$ cat config.mk
export PLATFORM = sky130hd
export DESIGN_NAME = gf180mcu_fd_sc_mcu9t5v0__rstseq_4_flat
export DESIGN_NICKNAME = d
export VERILOG_FILES = /design/src/rtl/gf180mcu_fd_sc_mcu9t5v0__rstseq_4_if.sv /design/src/rtl/gf180mcu_fd_sc_mcu9t5v0__rstseq_4.sv /design/src/flat_wrapper.sv
export SDC_FILE = /design/constraint.sdc
export NUM_CORES = 1
export LEC_CHECK = 0
export CAP_MARGIN = 10
export CORE_AREA = 2 2 50 52
export DETAILED_ROUTE_END_ITERATION = 7
export DIE_AREA = 0 0 52 54
export HOLD_SLACK_MARGIN = 0.06
export PLACE_DENSITY = 0.84
export SYNTH_ARGS = -nofsm -noshare
export SYNTH_HDL_FRONTEND = slang
export SYNTH_SLANG_ARGS = --single-unit
$ cat constraint.sdc
create_clock -name CLK -period 2.1 [get_ports CLK]
set_clock_uncertainty 0.2 [all_clocks]
set_input_delay 0.42 -clock CLK [delete_from_list [all_inputs] [get_ports CLK]]
set_output_delay 0.42 -clock CLK [all_outputs]
set_load 0.01 [all_outputs]
$ cat src/rtl/gf180mcu_fd_sc_mcu9t5v0__rstseq_4_if.sv
// Soft-reset handshake and reset-output bundle for the staged reset sequencer.
//   SRST_REQ : soft-reset request (level, four-phase with SRST_ACK)
//   SRST_ACK : soft-reset acknowledge
//   RNO[3:0] : sequenced active-low reset outputs, bit 0 released first
//   RDY      : high once every RNO bit is released
// The sequencer is the slave: it answers the request and drives the resets.
interface gf180mcu_fd_sc_mcu9t5v0__rstseq_4_if;
  logic       SRST_REQ;
  logic       SRST_ACK;
  logic [3:0] RNO;
  logic       RDY;

  modport master (output SRST_REQ, input SRST_ACK, input RNO, input RDY);
  modport slave  (input SRST_REQ, output SRST_ACK, output RNO, output RDY);
endinterface

$ cat src/rtl/gf180mcu_fd_sc_mcu9t5v0__rstseq_4.sv
// Staged reset generator. RN asserts every output asynchronously; release is
// synchronized through a SYNC_STAGES-deep flop chain, held for HOLD_CYCLES,
// then RNO[0..3] are released one by one STAGE_GAP cycles apart. Once all
// bits are released RDY rises, and a soft reset may be requested through a
// four-phase SRST_REQ/SRST_ACK handshake, which restarts at the hold phase.
// Ports:
//   CLK : clock, all state changes on its rising edge
//   RN  : asynchronous active-low reset
//   bus : slave modport carrying SRST_REQ, SRST_ACK, RNO and RDY
// Parameters: SYNC_STAGES 2..4, HOLD_CYCLES 1..255, STAGE_GAP 1..255.
module gf180mcu_fd_sc_mcu9t5v0__rstseq_4 #(
  parameter int SYNC_STAGES = 2,
  parameter int HOLD_CYCLES = 16,
  parameter int STAGE_GAP   = 4
) (
  input  logic                                  CLK,
  input  logic                                  RN,
  gf180mcu_fd_sc_mcu9t5v0__rstseq_4_if.slave    bus
);

  localparam logic [7:0] HOLD_LOAD = 8'(HOLD_CYCLES - 1);
  localparam logic [7:0] GAP_LOAD  = 8'(STAGE_GAP - 1);

  typedef enum logic [1:0] {
    ST_SYNC  = 2'd0,
    ST_HOLD  = 2'd1,
    ST_STAGE = 2'd2,
    ST_DONE  = 2'd3
  } state_t;

  state_t                   state_q, state_d;
  logic [SYNC_STAGES-1:0]   sync_q;
  logic [7:0]               cnt_q, cnt_d;
  logic [1:0]               idx_q, idx_d;
  logic [3:0]               rno_q, rno_d;
  logic                     rdy_q, rdy_d;
  logic                     ack_q, ack_d;
  logic                     rearm_q, rearm_d;
  logic                     accept;
  logic                     sync_done;

  // Release synchronizer: shifts in 1 after RN deasserts.
  // NOTE: sequential state uses non-blocking assignments so every flop samples
  // pre-edge values; blocking here would collapse the chain into one stage.
  always_ff @(posedge CLK or negedge RN) begin
    if (!RN) sync_q <= '0;
    else     sync_q <= {sync_q[SYNC_STAGES-2:0], 1'b1};
  end

  // HOLD is entered on the edge the last stage captures 1, so that RNO[0]
  // rises exactly SYNC_STAGES+HOLD_CYCLES edges after RN release.
  assign sync_done = sync_q[SYNC_STAGES-2] | sync_q[SYNC_STAGES-1];

  // A soft reset is only taken when fully released and the request has been
  // seen low since the last acceptance (or since reset).
  assign accept = (state_q == ST_DONE) && bus.SRST_REQ && rearm_q;

  always_ff @(posedge CLK or negedge RN) begin
    if (!RN) begin
      state_q <= ST_SYNC;
      cnt_q   <= '0;
      idx_q   <= '0;
      rno_q   <= '0;
      rdy_q   <= 1'b0;
      ack_q   <= 1'b0;
      rearm_q <= 1'b1;
    end else begin
      state_q <= state_d;
      cnt_q   <= cnt_d;
      idx_q   <= idx_d;
      rno_q   <= rno_d;
      rdy_q   <= rdy_d;
      ack_q   <= ack_d;
      rearm_q <= rearm_d;
    end
  end

  // NOTE: every variable gets its hold value first, so no branch can leave
  // one unassigned and infer a latch.
  always_comb begin
    state_d = state_q;
    cnt_d   = cnt_q;
    idx_d   = idx_q;
    rno_d   = rno_q;
    rdy_d   = rdy_q;
    ack_d   = ack_q;
    rearm_d = rearm_q;

    unique case (state_q)
      ST_SYNC: begin
        if (sync_done) begin
          state_d = ST_HOLD;
          cnt_d   = HOLD_LOAD;
        end
      end
      ST_HOLD: begin
        if (cnt_q == 8'd0) begin
          rno_d[0] = 1'b1;
          idx_d    = 2'd1;
          cnt_d    = GAP_LOAD;
          state_d  = ST_STAGE;
        end else begin
          cnt_d = cnt_q - 8'd1;
        end
      end
      ST_STAGE: begin
        if (cnt_q == 8'd0) begin
          rno_d[idx_q] = 1'b1;
          if (idx_q == 2'd3) begin
            state_d = ST_DONE;
          end else begin
            idx_d = idx_q + 2'd1;
            cnt_d = GAP_LOAD;
          end
        end else begin
          cnt_d = cnt_q - 8'd1;
        end
      end
      ST_DONE: begin
        if (accept) begin
          rno_d   = 4'b0000;
          rdy_d   = 1'b0;
          idx_d   = 2'd0;
          cnt_d   = HOLD_LOAD;
          state_d = ST_HOLD;
        end else begin
          rdy_d = 1'b1;
        end
      end
      default: state_d = ST_SYNC;
    endcase

    // Handshake: ACK holds until the request is seen low, which also re-arms.
    // A request seen high outside DONE disarms, so a request held since
    // power-up (or since mid-sequence) must drop before it can be accepted.
    if (accept) begin
      ack_d   = 1'b1;
      rearm_d = 1'b0;
    end else if (!bus.SRST_REQ) begin
      ack_d   = 1'b0;
      rearm_d = 1'b1;
    end else if (state_q != ST_DONE) begin
      rearm_d = 1'b0;
    end
  end

  assign bus.RNO      = rno_q;
  assign bus.RDY      = rdy_q;
  assign bus.SRST_ACK = ack_q;

endmodule

$ cat src/flat_wrapper.sv
// flat-port wrapper written by rule: the top's interface ports become plain ports
module gf180mcu_fd_sc_mcu9t5v0__rstseq_4_flat 
#(
  parameter int SYNC_STAGES = 2,
  parameter int HOLD_CYCLES = 16,
  parameter int STAGE_GAP   = 4
)
  (CLK, RN, bus_SRST_REQ, bus_SRST_ACK, bus_RNO, bus_RDY);
  gf180mcu_fd_sc_mcu9t5v0__rstseq_4_if bus_i ();
  input  logic CLK;
  input  logic RN;
  input wire logic [$bits(bus_i.SRST_REQ)-1:0] bus_SRST_REQ;
  output wire logic [$bits(bus_i.SRST_ACK)-1:0] bus_SRST_ACK;
  output wire logic [$bits(bus_i.RNO)-1:0] bus_RNO;
  output wire logic [$bits(bus_i.RDY)-1:0] bus_RDY;
  assign bus_i.SRST_REQ = bus_SRST_REQ;
  assign bus_SRST_ACK = bus_i.SRST_ACK;
  assign bus_RNO = bus_i.RNO;
  assign bus_RDY = bus_i.RDY;
  gf180mcu_fd_sc_mcu9t5v0__rstseq_4 #(.SYNC_STAGES(SYNC_STAGES), .HOLD_CYCLES(HOLD_CYCLES), .STAGE_GAP(STAGE_GAP)) u_core (.CLK(CLK), .RN(RN), .bus(bus_i));
endmodule
# == Word level (Yosys, flattened, before mapping) ==
# Index checks and enable logic that the tools add are counted.
# W data, S select, Z words.
# totals
romBits,0
latch_bits,0
memories,0
reg_bits,21
in_bits,3
ram_bits,0
out_inout_bits,6
wordCells,71
# classes
shift,0
muxes,30
mul,0
div,0
n_reduce_logical,12
n_addsub,2
eq_ne,14
bitwise,2
order_cmp,2
# op_table
op,n
$mux W8,5
$pmux W8 S4,1
$mux W2,9
$ne A2 B1 Y1 const B,6
$reduce_and A5 Y1,2
$logic_not A8 Y1,1
$mux W1,8
$mux W4,2
$pmux W2 S4,1
$sub A8 B1 Y8 const B,1
$eq A2 B2 Y1 const B,3
$pmux W2 S3,1
$pmux W3 S2,1
$reduce_and A3 Y1,2
$ne A2 B2 Y1 const B,2
$or A4 B4 Y4,1
$reduce_and A4 Y1,1
$logic_and A1 B1 Y1,3
$lt A2 B3 Y1 const B,1
$ne A3 B1 Y1 const B,1
$ne A3 B3 Y1 const B,1
$pmux W1 S3,1
$reduce_bool A3 Y1,1
$add A2 B1 Y2 const B,1
6 further kinds,6

# == Logic depth before layout (Yosys ltp) ==
# Gate-level depths: netlist (run 1).
# depth
ltp_word,7
mapped_depth,6
ltp_nobuf,6

# == Worst setup path before layout (run 1) ==
# Ideal clock, no wire load.
# synth_path
kind,reg-to-reg
start,register u_core.cnt_q[0]
end,register u_core.rno_q[3] (netlist: u_core.bus.RNO[3])
required_time_ns,1.779
arrival_time_ns,1.586
synth_period_minus_slack_ns,1.907
path_stages_with_launch,7
path_buffers,0
path_slack_ns,0.193
setup_time_ns,0.121
path_cell_list,dfrtp_1 -> inv_1 -> ha_1 -> nor4b_4 -> nand2_4 -> mux2_1 -> a22o_1
# synth_via
elab_chain_cells,3
# synth_rtl
element,line_no,source
from (decl),gf180mcu_fd_sc_mcu9t5v0__rstseq_4.sv:33,"logic [7:0] cnt_q, cnt_d;"
from (signal assigned),gf180mcu_fd_sc_mcu9t5v0__rstseq_4.sv:69,cnt_q <= cnt_d;
$logic_not A8 Y1,gf180mcu_fd_sc_mcu9t5v0__rstseq_4.sv:107,if (cnt_q == 8'd0) begin
$ne A2 B1 Y1 (no line),n/a,
$reduce_and A3 Y1 (no line),n/a,
to (signal assigned),gf180mcu_fd_sc_mcu9t5v0__rstseq_4.sv:71,rno_q <= rno_d;
to (decl),gf180mcu_fd_sc_mcu9t5v0__rstseq_4.sv:35,"logic [3:0] rno_q, rno_d;"
# Every way passes these cells.
# A chain may end at the register's enable or synchronous reset.

# == Final worst setup path (run 1) ==
# layout_path
start,register u_core.cnt_q[1]
end,register u_core.cnt_q[2]
# layout_via
elab_chain_cells,3
word_cells_on_any_way,7
cone_classes,add/sub (1); eq/ne (1); mux (3); reduce/logical (2)
# layout_rtl
element,line_no
$sub A8 B1 Y8 / $logic_not A8 Y1 (equally long branches),n/a
$mux W8 (tied with other cells),gf180mcu_fd_sc_mcu9t5v0__rstseq_4.sv:107
$pmux W8 S4 / $reduce_and A3 Y1 (equally long branches),n/a
# Several ways; a longest one is shown, not always the timed one.

==> metrics.md, run 1 <==
| Metric | Value |
|---|---|
| Status | finished, final reports clean |
| Hold Path Sink | u_core.sync_q[1]$_DFF_PN0_ |
| Crit. End Element | register |
| Count of different cell masters after synthesis | 44 |
| CTS sink cnt | 21 |
| Vias per inst | 6.04 |
| CTS clk-pin slew, worst paths | 0.12 ns |
| Multiplexer share of the synthesized area | approximately 4.4% |
| Internal | between 0.9 and 1 mW |
| WS Path Type | register to register |
| First-pass GRT wire length | ~4.5 mm |
| Die area | roughly 0.0028 mm^2 |
| Hold wc startpoint | u_core.sync_q[0]$_DFF_PN0_ |
| Fin. max-slew vios | 0 |
| CTS root buf | clkbuf_4 |
| Port Buffer Count | 8 |
| Ports | 9 |
| TritonCTS buffer count | 3 |
| Synthesized area | 0.00125 mm^2 |
| Largest net degree at the start of global routing | 22 |
| Routed Antenna Nets | 0 |
| Warnings, synthesis | 0 |
| Fin Setup TNS | 0 ns |
| Hold WS | about 0.20 ns |
| Post-route DRC | 0 |
| Final hold vios | 0 |
| CP Max Fanout | 8 |
| Fraction of layout cells with a size suffix above 1 | a little under a quarter |
| Combinational cell fraction of total power | 47.8% |
| Row count | 18 |
| Clk buf depth | 2 |
| Peak supply drop | 0.676 mV |
| Switching pwr | 0.650 mW |
| Max cap viols | 0 |
| Reg-to-Reg Start | u_core.cnt_q[1]$_DFFE_PN0P_ |
| DR vias | 1051 |
| Hold WC Path Type | register to register |
| Clock power frac | 12.6% |
| Die width | ~52 um |
| Drt wl/cell | 16.0 um |
| Mean area per synthesized cell | roughly 11 um^2 |
| Layout area overhead | 21.7% |
| GRT Total Usage | 21.6% |
| LEAKAGE | 0.681 nW |
| Synth Area in Compound Gates | 21.4% |
| Starting Density | a little over half |
| Final nets | 158 |
| WP data required | 2.07 ns |
| First-pass DRT Iterations | 4 |
| Tmin final | 2.07 ns |
| Post-DP HPWL | 1.88 mm |
| Crit path arrival time | 2.04 ns |
| Hold path cells | 0 |
| Final Setup Violations | 0 |
| Post-synthesis xor/xnor area fraction | 0% |
| Syn Inst Count | 118 |
| Core ar. | 0.00232 mm^2 |
| Fin crit share | 98.7% |
| Reg-to-reg setup timing slack | 0.03 ns |
| Simple-gate area share of the yosys netlist | 17.0% |
| Sequential share of power | around two fifths |
| Adder-cell area share of the yosys netlist | 9.99% |
| Later-pin clock latency in the skew report | roughly 0.31 ns |
| Post-synthesis register bit count | 21 |
| Fmax | about 0.48 GHz |
| DRC marker count from the first detailed-route iteration | 31 |
| Initial antenna violation count | 0 |
| Final wirelength | 2.78 mm |
| DIE HEIGHT | 54 um |
| Switch share | 40.4% |
| GRT Residual Overflow | 0 |
| Number of flops mapped to enable cells by yosys | 0 |
| Post-placement cell count | 164 |
| Antenna cells | 0 |
| Asr flop ratio synth | 100% |
| TritonCTS clock tree | done |
| Worst setup SP type | register |
| Mapped Nets | about 130 |
| RD Place Congestion | 0.863 |
| Worst R2R Path Depth | 7 |
| PwrDens | 1060 mW/mm^2 |
| Most common flop cell mapped by yosys | dfrtp_1 |
| Fin cells | 174 |
| CTS HTree Levels | 1 |
| Largest family of logic cells by synthesized area | compound AO/OA/AOI/OAI gates |
| Post-cts hold buffer count | 0 |
| Worst r2r dst | u_core.cnt_q[2]$_DFFE_PN0P_ |
| Seq/Total Area, Yosys | roughly 42% |
| Vias in the first global route | 951 |
==> sequential cells by signal, indices dropped and copies added, names as in the netlist <==
signal / count
u_core.rearm_q: 1
u_core.idx_q: 2
u_core.bus.SRST_ACK: 1
u_core.bus.RDY: 1
u_core.cnt_q: 8
u_core.state_q: 2
u_core.sync_q: 2
u_core.bus.RNO: 4
==> worst max-delay path by stage <==
stage                                      from                             to  slack [ns]  depth (start not counted)
floorplan           u_core.cnt_q[0]$_DFFE_PN0P_  u_core.bus.RNO[3]$_DFFE_PN0P_        0.19                          6
global placement                   bus_SRST_REQ    u_core.cnt_q[4]$_DFFE_PN0P_        0.01                          5
detailed placement                 bus_SRST_REQ    u_core.cnt_q[4]$_DFFE_PN0P_       -0.02                          5
CTS                 u_core.cnt_q[1]$_DFFE_PN0P_  u_core.bus.RNO[3]$_DFFE_PN0P_        0.02                          6
global route        u_core.cnt_q[1]$_DFFE_PN0P_    u_core.cnt_q[2]$_DFFE_PN0P_       -0.03                          7
finish              u_core.cnt_q[1]$_DFFE_PN0P_    u_core.cnt_q[2]$_DFFE_PN0P_        0.03                          7
==> cells in the mapped netlist (2+ instances only) <==
library cell / count / area share (%)
dfrtp_1: 20 / 40
inv_1: 11 / 3.3
ha_1: 10 / 10
nand2_1: 7 / 2.1
nor2b_1: 5 / 2.5
a22o_1: 4 / 2.8
a2bb2oi_1: 4 / 2.8
nor3_1: 4 / 1.6
a21oi_1: 3 / 1.2
mux2_1: 3 / 2.7
nand3_1: 3 / 1.2
nor2_1: 3 / 0.90
o211ai_1: 3 / 1.8
o21ai_0: 3 / 1.2
o31ai_1: 3 / 1.8
a21o_1: 2 / 1.2
o21a_1: 2 / 1.2
or4_1: 2 / 1.2
==> placed cells by master (no fill, tap or decap), types with 2 or more instances in the layout <==
cell              n
dfrtp_1          20
buf_4            17
inv_1            10
ha_1              8
clkdlybuf4s50_1   8
nand2_1           7
nor2b_1           5
a22o_1            4
nor3_1            4
a2bb2oi_1         4
nor2_1            3
a21oi_1           3
o211ai_1          3
nand3_1           3
o21ai_0           3
o31ai_1           3
clkbuf_4          3
or4_1             2
a21o_1            2
o21a_1            2
mux2_1            2
a2111oi_2         2
ha_2              2
==> power groups by stage <==
stage / combinational [mW] / clock, mW / sequential [mW]
4_1_cts: 0.721 / 0.206 / 0.632
3_3_place_gp: 0.692 / 0 / 0.625
2_1_floorplan: 0.452 / 0 / 0.624
3_5_place_dp: 0.717 / 0 / 0.639
6_report: 0.770 / 0.202 / 0.637
5_1_grt: 0.851 / 0.218 / 0.652
==> area by class of cell <==
| type | count | area [um^2] |
|---|---|---|
| Sequential cell | 21 | 527 |
| Multi-Input combinational cell | 83 | 684 |
| Timing Repair Buffer | 25 | 208 |
| Inverter | 11 | 41.3 |
| Clock buffer | 4 | 26.3 |
| Tap cell | 30 | 37.5 |
| Fill cell | 179 | 796 |
==> per-layer routing <==
| layer | wire, um | GRT usage [%] | up-vias | part of all wire [%] |
|---|---|---|---|---|
| li1 | - | - | 487 | - |
| met1 | 1250 | 29.0 | 540 | 45 |
| met2 | 1410 | 35.9 | 19 | 51 |
| met3 | 80 | 2.50 | 5 | 2.9 |
| met4 | 42 | 7.89 | 0 | 1.5 |
| met5 | 0 | 0 | - | 0 |
==> worst max-delay path: stages (launching register included) <==
cell	delay, ns
dfrtp_1	0.45
inv_2	0.08
ha_2	0.19
nor4b_4	0.33
nand2_4	0.14
buf_4	0.16
o211ai_1	0.19
o311ai_0	0.19
==> repair_timing <==
| item | 4_1_cts | 5_1_grt |
|---|---|---|
| setup buffers | 3 | 3 |
| setup endpoints to repair | 1 | 10 |
| pin swaps | 1 | 1 |
| resized for setup | 0 | 7 |
==> through the flow <==
stage / total power [mW] / utilization [%] / worst slack, ns / cell area, um^2
2_1_floorplan: 1.08 / - / 0.193 / 1250
3_3_place_gp: 1.32 / 61.8 / 0.0145 / 1430
3_5_place_dp: 1.36 / 61.8 / -0.0152 / 1430
4_1_cts: 1.56 / 63.9 / 0.0152 / 1480
5_1_grt: 1.72 / 65.7 / -0.0272 / 1520
6_report: 1.61 / 65.7 / 0.0274 / 1520
==> kinds of logic (layout without fill, tap and decap cells) <==
kind of cell	Yosys count	in the layout
other	1	1
AND/OR/NAND/NOR	32	32
AO/OA/AOI/OAI	35	35
buffers and inverters	14	40
flip-flops	21	21
adder cells (fa/ha/maj)	10	10
multiplexers	5	5
(Power assumes the default switching activity.)
==> run 2: changes to the inputs <==
- CELL_PAD_IN_SITES_DETAIL_PLACEMENT: default -> 1
- CELL_PAD_IN_SITES_GLOBAL_PLACEMENT: default -> 1
- CORE_AREA: 2 2 50 52 -> 2 2 41 80
- DIE_AREA: 0 0 52 54 -> 0 0 43 82
- PLACE_DENSITY: 0.84 -> 0.82
- SLEW_MARGIN: default -> 30
==> metrics.md, run 2 (synthesis results as in run 1) <==
| Metric | Value |
|---|---|
| Die area | around 0.0035 mm^2 |
| LEAKAGE | 0.686 nW |
| Crit. End Element | register |
| Row count | 28 |
| Post-layout util | 51.9% |
| Critical path depth | 6 |
| Hold WC Path Type | register to register |
| Fin. max-slew vios | 0 |
| CTS root buf | clkbuf_8 |
| Max cap viols | 0 |
| Area taken by multi-input logic gates | 676 um^2 |
| Tmin final | 2.06 ns |
| Fraction of layout cells with a size suffix above 1 | 23.1% |
| Vias per inst | slightly above 6 |
| DIE HEIGHT | 82 um |
| Setup crit start | u_core.cnt_q[1]$_DFFE_PN0P_ |
| Post-DP Area | roughly 0.0014 mm^2 |
| GRT Total Usage | approximately a fifth |
| Max reg flops | 8 |
| Vias in the first global route | 1123 |
| CTS sink cnt | 21 |
| Final Total Pwr | 1.70 mW |
| Fin Setup TNS | 0 ns |
| Clock power frac | about 16% |
| Die width | 43 um |
| Fmax | 0.485 GHz |
| Post-DP HPWL | 2.45 mm |
| Status | finished, final reports clean |
| Initial antenna violation count | 0 |
| Post-route DRC | 0 |
| TritonCTS buffer count | 3 |
| WP data required | 2.06 ns |
| Sequential share of power | 37.3% |
| Peak supply drop | approximately 0.55 mV |
| Switch share | 40.1% |
| Layout fillers | 327 |
| CTS clk-pin slew, worst paths | 0.08 ns |
| Fin crit share | 98.1% |
| Largest net degree at the start of global routing | 22 |
| DRC marker count from the first detailed-route iteration | 37 |
| Combinational cell fraction of total power | 46.9% |
| Final hold vios | 0 |
| DR vias | 1053 |
| Final wirelength | 3.27 mm |
| First-pass DRT Iterations | 4 |
| Largest register by flop count | u_core.cnt_q |
| Later-pin clock latency in the skew report | 0.26 ns |
| Worst setup SP type | register |
| Cells along the critical path | inv_2, ha_2, nor4b_4, nand2_4, mux2_1, a22o_1 |
| Antenna cells | 0 |
| GRT Residual Overflow | 0 |
| Routed Antenna Nets | 0 |
| Final Setup Violations | 0 |
| Sequential Area | ~530 um^2 |
| Port Buffer Count | 8 |
| Capture point of the worst path | u_core.bus.RNO[3]$_DFFE_PN0P_ |
| WS Path Type | register to register |
| Worst R2R Path Depth | 6 |
| RD Place Congestion | 0.830 |
| Crit path arrival time | ~2.0 ns |
| Starting Density | 42.6% |
| Layout area overhead | 22.0% |
| Reg-to-reg setup timing slack | 0.04 ns |
| CTS HTree Levels | 1 |
| PwrDens | 1110 mW/mm^2 |
| WP buf/inv | 1 |
| First-pass GRT wire length | 5.15 mm |
| Pre-CTS setup slack | -0.0699 ns |
| Reg-to-Reg Start | u_core.cnt_q[1]$_DFFE_PN0P_ |
| Ports | 9 |
| Final Worst Setup Slack | 0.0397 ns |
| CP Max Fanout | 8 |
| Core ar. | a little under 0.003 mm^2 |
| Unrepaired setup endpoints after global routing | true |
| Slowest stage cell, crit path | dfrtp_1 |
| Switching pwr | between 0.6 and 0.7 mW |
| Max incr delay on CP | just over 0.4 ns |
| Internal | 1.02 mW |
| Most frequent cells in the layout | 20 x dfrtp_1, 16 x buf_4, 9 x inv_1, 9 x ha_1, 8 x clkdlybuf4s50_1 |
| TritonCTS clock tree | done |
| Worst r2r dst | u_core.bus.RNO[3]$_DFFE_PN0P_ |
| Clk buf depth | 2 |
| Final nets | 157 |
| Drt wl/cell | 18.9 um |
| Fin area | between 0.0015 and 0.002 mm^2 |
| Commonest non-fill, non-tap cell in the layout | dfrtp_1 |
| CP delay by family, top | simple AND/OR/NAND/NOR gates |
## run 2: layout make-up
cell class	instances	area share (%)
multi-input combinational	83	44.2
sequential	21	34.5
timing repair buffer	24	13.1
clock buffer	3	2.70
inverter	11	2.70
tap	30	2.46
clock inverter	1	0.328
## run 2: worst min path at each step
stage                     cells after the start                  startpoint                    endpoint
final                                         0  u_core.sync_q[0]$_DFF_PN0_  u_core.sync_q[1]$_DFF_PN0_
after global routing                          0  u_core.sync_q[0]$_DFF_PN0_  u_core.sync_q[1]$_DFF_PN0_
after CTS                                     0  u_core.sync_q[0]$_DFF_PN0_  u_core.sync_q[1]$_DFF_PN0_
after detailed placement                      0  u_core.sync_q[0]$_DFF_PN0_  u_core.sync_q[1]$_DFF_PN0_
after global placement                        0  u_core.sync_q[0]$_DFF_PN0_  u_core.sync_q[1]$_DFF_PN0_
after floorplan                               0                          RN  u_core.bus.RDY$_DFFE_PN0N_
## run 2: per-stage QoR
| step | hold WS (ns) | instances |
|---|---|---|
| after floorplan | -0.0756 | 118 |
| after global placement | 0.158 | 166 |
| after detailed placement | 0.167 | 166 |
| after CTS | 0.185 | 170 |
| after global routing | 0.205 | 173 |
| final | 0.180 | 173 |
## run 2: power groups by stage
| stage | Clock [mW] | Sequential (mW) | Combinational [mW] |
|---|---|---|---|
| floorplan | 0 | 0.624 | 0.452 |
| global placement | 0 | 0.627 | 0.720 |
| detailed placement | 0 | 0.638 | 0.759 |
| CTS | 0.276 | 0.631 | 0.767 |
| global route | 0.293 | 0.645 | 0.865 |
| finish | 0.267 | 0.635 | 0.799 |
## run 2: timing repair
action,CTS,global route
setup buffers,0,3
gates resized for setup,0,5
setup endpoints to repair,0,6
hold buffers,0,0
## run 2: per-layer routing
metal / up-vias / global-route usage (%) / routed length, um
met5: - / 0 / 0
met4: 0 / 6.97 / 53
met3: 8 / 1.98 / 60
met2: 21 / 39.7 / 1940
met1: 542 / 18.7 / 1220
li1: 482 / - / -
